### config.mk
export PLATFORM = sky130hd
export DESIGN_NAME = prog_loader
export DESIGN_NICKNAME = d
export VERILOG_FILES = /design/src/rtl/loader_pkg.sv /design/src/rtl/prog_loader.sv
export SDC_FILE = /design/constraint.sdc
export NUM_CORES = 1
export LEC_CHECK = 0
export BUFFER_PORTS_ARGS = -buffer_cell sky130_fd_sc_hd__buf_2
export CAP_MARGIN = 10
export CORE_ASPECT_RATIO = 1.2
export CORE_MARGIN = 2
export CORE_UTILIZATION = 50
export DETAILED_ROUTE_END_ITERATION = 10
export GPL_TIMING_DRIVEN = 1
export PLACE_DENSITY = 0.78
export REMOVE_ABC_BUFFERS = 1
export SLEW_MARGIN = 20
export SYNTH_ARGS = -nofsm -noshare
export SYNTH_HDL_FRONTEND = slang
export SYNTH_SLANG_ARGS = --single-unit
### constraint.sdc
create_clock -name clk -period 5.7 [get_ports clk]
set_clock_uncertainty 0.1 [all_clocks]
set_input_delay 0.855 -clock clk [delete_from_list [all_inputs] [get_ports clk]]
set_output_delay 0.855 -clock clk [all_outputs]
set_load 0.03 [all_outputs]
### src/rtl/loader_pkg.sv
// Shared types and constants for the program loader that fronts the RV32I core.
package loader_pkg;

  localparam int NUM_REGS = 32;
  localparam int RUN_W    = 16;

  typedef enum logic [2:0] {
    IDLE,
    LOAD,
    RUN,
    DUMP,
    DONE
  } loader_state_t;

endpackage

### src/rtl/prog_loader.sv
// Streams a program into IMEM with the core held in reset, runs the core for a
// fixed number of cycles, then streams x0..x31 back out of the register file.
module prog_loader
  import loader_pkg::*;
#(
  parameter  int IMEM_DEPTH = 256,
  localparam int AW         = $clog2(IMEM_DEPTH)
) (
  input  logic             clk,
  input  logic             n_rst,
  input  logic             start_load,
  input  logic [15:0]      run_cycles,
  input  logic             in_valid,
  input  logic [31:0]      in_data,
  input  logic             in_last,
  output logic             in_ready,
  output logic             imem_we,
  output logic [AW-1:0]    imem_waddr,
  output logic [31:0]      imem_wdata,
  output logic             core_n_rst,
  output logic             core_run,
  output logic [4:0]       rf_raddr,
  input  logic [31:0]      rf_rdata,
  output logic             out_valid,
  output logic [31:0]      out_data,
  output logic             out_last,
  input  logic             out_ready,
  output logic             busy,
  output logic             done
);

  loader_state_t    r_state;
  loader_state_t    w_nextState;

  logic [AW-1:0]    r_waddr;
  logic             r_loadEnd;
  logic [RUN_W-1:0] r_runLen;
  logic [RUN_W-1:0] r_runCnt;
  logic [4:0]       r_idx;

  logic             r_imemWe;
  logic [AW-1:0]    r_imemWaddr;
  logic [31:0]      r_imemWdata;
  logic             r_outValid;
  logic             r_outLast;
  logic [31:0]      r_outData;

  logic             w_inReady;
  logic             w_coreNRst;
  logic             w_coreRun;
  logic             w_busy;
  logic             w_done;
  logic             w_start;
  logic             w_inHs;
  logic             w_outHs;

  always_ff @(posedge clk or negedge n_rst) begin
    if (!n_rst) begin
      r_state <= IDLE;
    end else begin
      r_state <= w_nextState;
    end
  end

  // LOAD lingers one extra cycle after its final handshake so the last write
  // commits while the core is still in reset.
  always_comb begin
    w_nextState = r_state;
    w_inReady   = 1'b0;
    w_coreNRst  = 1'b0;
    w_coreRun   = 1'b0;
    w_busy      = 1'b0;
    w_done      = 1'b0;
    case (r_state)
      IDLE: begin
        if (start_load) w_nextState = LOAD;
      end
      LOAD: begin
        w_busy    = 1'b1;
        w_inReady = !r_loadEnd;
        if (r_loadEnd) w_nextState = (r_runLen == '0) ? DUMP : RUN;
      end
      RUN: begin
        w_busy     = 1'b1;
        w_coreNRst = 1'b1;
        w_coreRun  = 1'b1;
        if (r_runCnt == RUN_W'(1)) w_nextState = DUMP;
      end
      DUMP: begin
        w_busy     = 1'b1;
        w_coreNRst = 1'b1;
        if (w_outHs && r_outLast) w_nextState = DONE;
      end
      DONE: begin
        w_coreNRst = 1'b1;
        w_done     = 1'b1;
        if (start_load) w_nextState = LOAD;
      end
      default: w_nextState = IDLE;
    endcase
  end

  assign w_start = start_load && ((r_state == IDLE) || (r_state == DONE));
  assign w_inHs  = in_valid && w_inReady;
  assign w_outHs = r_outValid && out_ready;

  always_ff @(posedge clk or negedge n_rst) begin
    if (!n_rst) begin
      r_waddr     <= '0;
      r_loadEnd   <= 1'b0;
      r_runLen    <= '0;
      r_runCnt    <= '0;
      r_idx       <= '0;
      r_imemWe    <= 1'b0;
      r_imemWaddr <= '0;
      r_imemWdata <= '0;
      r_outValid  <= 1'b0;
      r_outLast   <= 1'b0;
      r_outData   <= '0;
    end else begin
      r_imemWe <= w_inHs;

      if (w_start) begin
        r_runLen  <= run_cycles;
        r_waddr   <= '0;
        r_runCnt  <= '0;
        r_loadEnd <= 1'b0;
        r_idx     <= '0;
      end

      // The top address ends the load so the program truncates instead of wrapping.
      if (w_inHs) begin
        r_imemWaddr <= r_waddr;
        r_imemWdata <= in_data;
        r_waddr     <= r_waddr + AW'(1);
        if (in_last || (r_waddr == AW'(IMEM_DEPTH - 1))) r_loadEnd <= 1'b1;
      end

      if ((r_state == LOAD) && r_loadEnd) begin
        r_runCnt <= r_runLen;
      end else if (r_state == RUN) begin
        r_runCnt <= r_runCnt - RUN_W'(1);
      end

      // Capture the next register whenever the output slot is empty or draining.
      if (r_state == DUMP) begin
        if (w_outHs && r_outLast) begin
          r_outValid <= 1'b0;
          r_outLast  <= 1'b0;
        end else if (!r_outValid || w_outHs) begin
          r_outData  <= rf_rdata;
          r_outValid <= 1'b1;
          r_outLast  <= (r_idx == 5'(NUM_REGS - 1));
          r_idx      <= r_idx + 5'd1;
        end
      end
    end
  end

  assign in_ready   = w_inReady;
  assign imem_we    = r_imemWe;
  assign imem_waddr = r_imemWaddr;
  assign imem_wdata = r_imemWdata;
  assign core_n_rst = w_coreNRst;
  assign core_run   = w_coreRun;
  assign rf_raddr   = r_idx;
  assign out_valid  = r_outValid;
  assign out_data   = r_outData;
  assign out_last   = r_outLast;
  assign busy       = w_busy;
  assign done       = w_done;

endmodule

# [After elaboration in Yosys (flattened, before gate mapping)]
# Cells that the tools add are included.
[word_totals] output_inout_bits=85 elab_cells=75 ff_bits=124 input_bits=86
[op_classes] muxes=27 eq_ne=11 bitwise_logic=1 n_addsub=3 reduce_logical=21
[ops] operator="16-bit 2-to-1 mux" n=3
[ops] operator="5-bit 2-to-1 mux" n=4
[ops] operator="16-bit by 1-bit equality test with 1-bit output (second input constant)" n=1
[ops] operator="16-bit logical NOT" n=1
[ops] operator="8-bit 2-to-1 mux" n=2
[ops] operator="16-bit by 1-bit subtractor with 16-bit output (second input constant)" n=1
[ops] operator="1-bit 2-to-1 mux" n=13
[ops] operator="3-bit 2-to-1 mux" n=4
[ops] operator="3-bit case mux with 4 select lines" n=1
[ops] operator="8-bit by 1-bit adder with 8-bit output (second input constant)" n=1
[ops] operator="8-bit equality test (second input constant)" n=1
[ops] operator="3-bit by 2-bit equality test with 1-bit output (second input constant)" n=2
[ops] operator="2-bit != test (second input constant)" n=3
[ops] operator="3-bit OR reduction" n=2
[ops] operator="5-bit by 1-bit adder with 5-bit output (second input constant)" n=1
[ops] operator="5-bit equality test (second input constant)" n=1
[ops] operator="1-bit logical AND" n=5
[ops] operator="4-bit AND reduction" n=1
[ops] operator="2-bit nonzero test" n=2
[ops] operator="3-bit by 1-bit equality test with 1-bit output (second input constant)" n=1
[ops] operator="3-bit equality test (second input constant)" n=1
[ops] operator="3-bit logical NOT" n=1
[ops] operator="1-bit logical OR" n=3
[ops] operator="3-bit AND reduction" n=1
[ops] operator="other kinds (6)" n=7

# [Logic depth before layout (Yosys ltp)]
[logic_depth] ltp_word=7 depth_mapped=6 depth_no_buf=6

# [Worst setup path after synthesis]
# OpenSTA, ideal clock, no wires.
[synth_path] path_kind="reg-to-output" from="register r_state[2]" to="output core_run" setup_slack_ps=3497 arrival_time_ps=1248 stages_incl_launch_ff=5 path_cell_list="dfrtp_1 buf_2 or3b_4 inv_2 buf_4"
[synth_between] elab_chain_len=2
[synth_rtl] element="start, declared" line="prog_loader.sv:32" source="loader_state_t r_state;"
[synth_rtl] element="start signal, assigned" line="prog_loader.sv:61" source="r_state <= w_nextState;"
[synth_rtl] element="3-bit by 2-bit equality test with 1-bit output" line="prog_loader.sv:74" source="case (r_state)"
[synth_rtl] element="1-bit 2-to-1 mux" line="prog_loader.sv:74"
[synth_rtl] element="end, declared" line="prog_loader.sv:21" source="output logic core_run,"
# Every way passes these cells.

# [Worst setup path after layout]
[layout_path] from="register r_state[1]" to="output core_run"
# Same word-level chain as after synthesis.

==> results.py <==
metrics = {
    "logic_synthesis": {
        "synth_edf_count": 0,
        "synthesis.area_um2": 5420,
        "syn_avg_cell_area_um2": 10.7,
        "ys.flop_type": "dfrtp_1",
        "postSynthCellCount": 509,
        "ys_types": 50,
        "yosysSeqAreaShare_pct": 57.2,
        "ys_ff_latch": 124,
        "yosys_warnings": 0,
        "async_reset_ff_share_pct": 100,
    },
    "drt": {
        "vias_per_cell": 5.44,
        "antenna_left": 0,
        "first_pass_iters": 5,
        "first_iter_violations": 219,
        "routed_wl_mm": 13.0,
        "drcViolationCount": 0,
        "vias": 4460,
        "wire_per_inst_um": 15.8,
    },
    "setup_path": {
        "crit_path_start": "r_state[1]",
        "cp_max_fo": 15,
        "r2r-start": "r_state[1]",
        "worstSetupPathType": "register to output pin",
        "reg2reg_setup_slack_ps": 3130,
        "start_kind": "register",
        "crit_required_ps": 4740,
        "endpoint_kind": "output pin",
        "arrival_ps": 2170,
    },
    "final_layout": {
        "final_core_util_pct": 66.9,
        "final_common_cell": "buf_2",
        "fillers": 806,
        "mostFrequentLayoutCells": "169 x buf_2, 151 x nand2_1, 124 x dfrtp_1",
        "layout-drive-gt1-share_pct": 38.6,
        "nets": 770,
        "syn_to_final_growth_pct": 29.7,
    },
    "clocking": {
        "ctsResizeCount": 0,
        "cts-root-buf": "clkbuf_16",
        "cts_buffers": 17,
        "tritoncts": "built",
        "clk_latency_ps": 400,
        "cts.sink_count": 124,
        "htreeDepth": 4,
        "cts_buffer_depth": 2,
        "clk_pin_slew_ps": 50,
        "hold_buffers": 0,
        "postCtsSetupRepairBufs": 0,
    },
    "place": {
        "dp_hpwl_mm": 8.92,
        "port_buffers": 170,
        "routabilityCongestion": 0.825,
    },
    "timing": {
        "rsz0062_at_grt": "no",
        "hold_violations": 0,
        "setup_viol": 0,
        "finalCriticalPeriod_ps": 3130,
        "slew_headroom_pct": 35.2,
        "period_share_pct": 54.9,
        "finalSetupTns_ps": 0,
        "worst_pin_slew_ps": 971,
        "maxSlewViolCount": 0,
        "clock.fmax_mhz": 320,
        "hold_ws_ps": 284,
    },
    "floorplanning": {
        "die_w_um": 99.1,
        "die_h_um": 118,
        "rows": 41,
        "core_um2": 10500,
        "initial_utilization_pct": 51.6,
        "top_level_ports": 171,
        "dieArea_um2": 11700,
    },
    "power_and_ir_drop": {
        "powerDensity_nw_per_um2": 659,
        "ir_drop_v": 0.000340,
        "p_comb_share_pct": 41.8,
        "pwr-share-clk_pct": 24.3,
        "static-leakage-power_nw": 3.55,
        "internal-power_mw": 2.72,
        "p_sw_share_pct": 41.2,
        "power.switching_mw": 1.91,
        "pwr-share-seq_pct": 33.9,
    },
    "worst_hold_path": {
        "hp-class": "primary input to asynchronous set/reset pin",
    },
    "grt": {
        "grt_pass1_vias": 4588,
        "grt_max_degree": 81,
        "track_usage_pct": 23.3,
        "antenna_found_initial": 0,
        "grt_pass1_wl_mm": 21.9,
        "gr-total-overflow": 0,
    },
    "job": {
        "maxCapViolations": 0,
    },
    "status": {
        "status": "complete, no violations",
    },
}
logic make-up after synthesis:
family                   Yosys count  synth area share, %
adder cells (fa/ha/maj)            5                 1.15
AO/OA/AOI/OAI                     64                 8.08
AND/OR/NAND/NOR                  223                 18.7
XOR/XNOR                           1                0.162
multiplexers                      55                 11.3
buffers and inverters             37                 3.32
flip-flops                       124                 57.2
layer usage:
layer / vias to the layer above / GRT usage (%) / part of all wire [%]
met5: - / 0 / 0
met2: 172 / 37.5 / 51
met1: 2155 / 28.0 / 39
li1: 2096 / - / -
met4: 0 / 10.7 / 3.4
met3: 37 / 7.96 / 6.6
flip-flops by register name (all words and copies together) (netlist names), 3 cells and up:
| register | count |
|---|---|
| r_state | 3 |
| out_data | 32 |
| r_runLen | 16 |
| imem_wdata | 32 |
| imem_waddr | 8 |
| r_waddr | 8 |
| r_runCnt | 16 |
| rf_raddr | 5 |
layout make-up:
| class | count | area (µm²) | share of cell area, % |
|---|---|---|---|
| Antenna cell | 1 | 2.50 | 0.0356 |
| Clock buffer | 23 | 478 | 6.80 |
| Multi-Input combinational cell | 348 | 2170 | 30.8 |
| Tap cell | 129 | 161 | 2.30 |
| Inverter | 12 | 45.0 | 0.641 |
| Timing Repair Buffer | 176 | 938 | 13.3 |
| Clock inverter | 7 | 138 | 1.96 |
| Sequential cell | 124 | 3100 | 44.1 |
per-stage QoR:
step,cells,setup WS (ps),power (mW),cell area [µm²]
2_1_floorplan,484,2650,2.87,5290
3_3_place_gp,787,3060,3.41,6360
3_5_place_dp,787,3010,3.49,6360
4_1_cts,817,2590,4.64,6970
5_1_grt,819,2470,4.91,7030
6_report,820,2570,4.63,7030
power by group through the flow:
stage / clock (mW) / combinational [mW] / sequential (mW)
final: 1.13 / 1.94 / 1.57
after global routing: 1.19 / 2.09 / 1.62
after CTS: 1.15 / 1.93 / 1.57
after detailed placement: 0 / 1.93 / 1.57
after global placement: 0 / 1.86 / 1.55
after floorplan: 0 / 0.858 / 2.01
synthesized netlist by cell type, types with 2 or more instances:
| master | instances | area (µm²) |
|---|---|---|
| a21oi_1 | 13 | 65.1 |
| a221o_1 | 4 | 40.0 |
| a22oi_1 | 3 | 22.5 |
| a31oi_1 | 3 | 18.8 |
| a32oi_1 | 2 | 17.5 |
| and3_1 | 5 | 31.3 |
| buf_2 | 12 | 60.1 |
| buf_4 | 3 | 22.5 |
| buf_6 | 2 | 22.5 |
| clkbuf_1 | 8 | 30.0 |
| dfrtp_1 | 124 | 3100 |
| ha_1 | 5 | 62.6 |
| inv_1 | 10 | 37.5 |
| inv_2 | 2 | 7.51 |
| mux2_2 | 50 | 563 |
| mux2i_1 | 5 | 50.1 |
| nand2_1 | 151 | 567 |
| nand2b_1 | 2 | 12.5 |
| nand3_1 | 14 | 70.1 |
| nand4_1 | 5 | 31.3 |
| nor2_1 | 16 | 60.1 |
| nor2b_1 | 2 | 12.5 |
| nor3_1 | 5 | 25.0 |
| nor3b_1 | 2 | 15.0 |
| nor4_1 | 6 | 37.5 |
| o211ai_1 | 7 | 52.6 |
| o21a_1 | 2 | 15.0 |
| o21ai_0 | 19 | 95.1 |
| o22ai_1 | 2 | 12.5 |
| o311ai_0 | 2 | 17.5 |
| or3_1 | 2 | 12.5 |
| or4_1 | 2 | 15.0 |
| or4_4 | 2 | 22.5 |
final timing paths:
path | endpoint | cells past startpoint
hold / removal | out_data[23] | 1
max in group asynchronous | imem_wdata[14] | 2
setup / recovery | core_run | 3
min in group clk | imem_wdata[0] | 2
setup reg to reg | r_waddr[6] | 6
hold reg to reg | imem_wdata[0] | 2
worst max-delay path, cell delays in order, from the launching register on:
cell	delay (ps)
dfrtp_1	710
or3b_4	550
inv_2	250
buf_2	260
(Power assumes the default switching activity.)
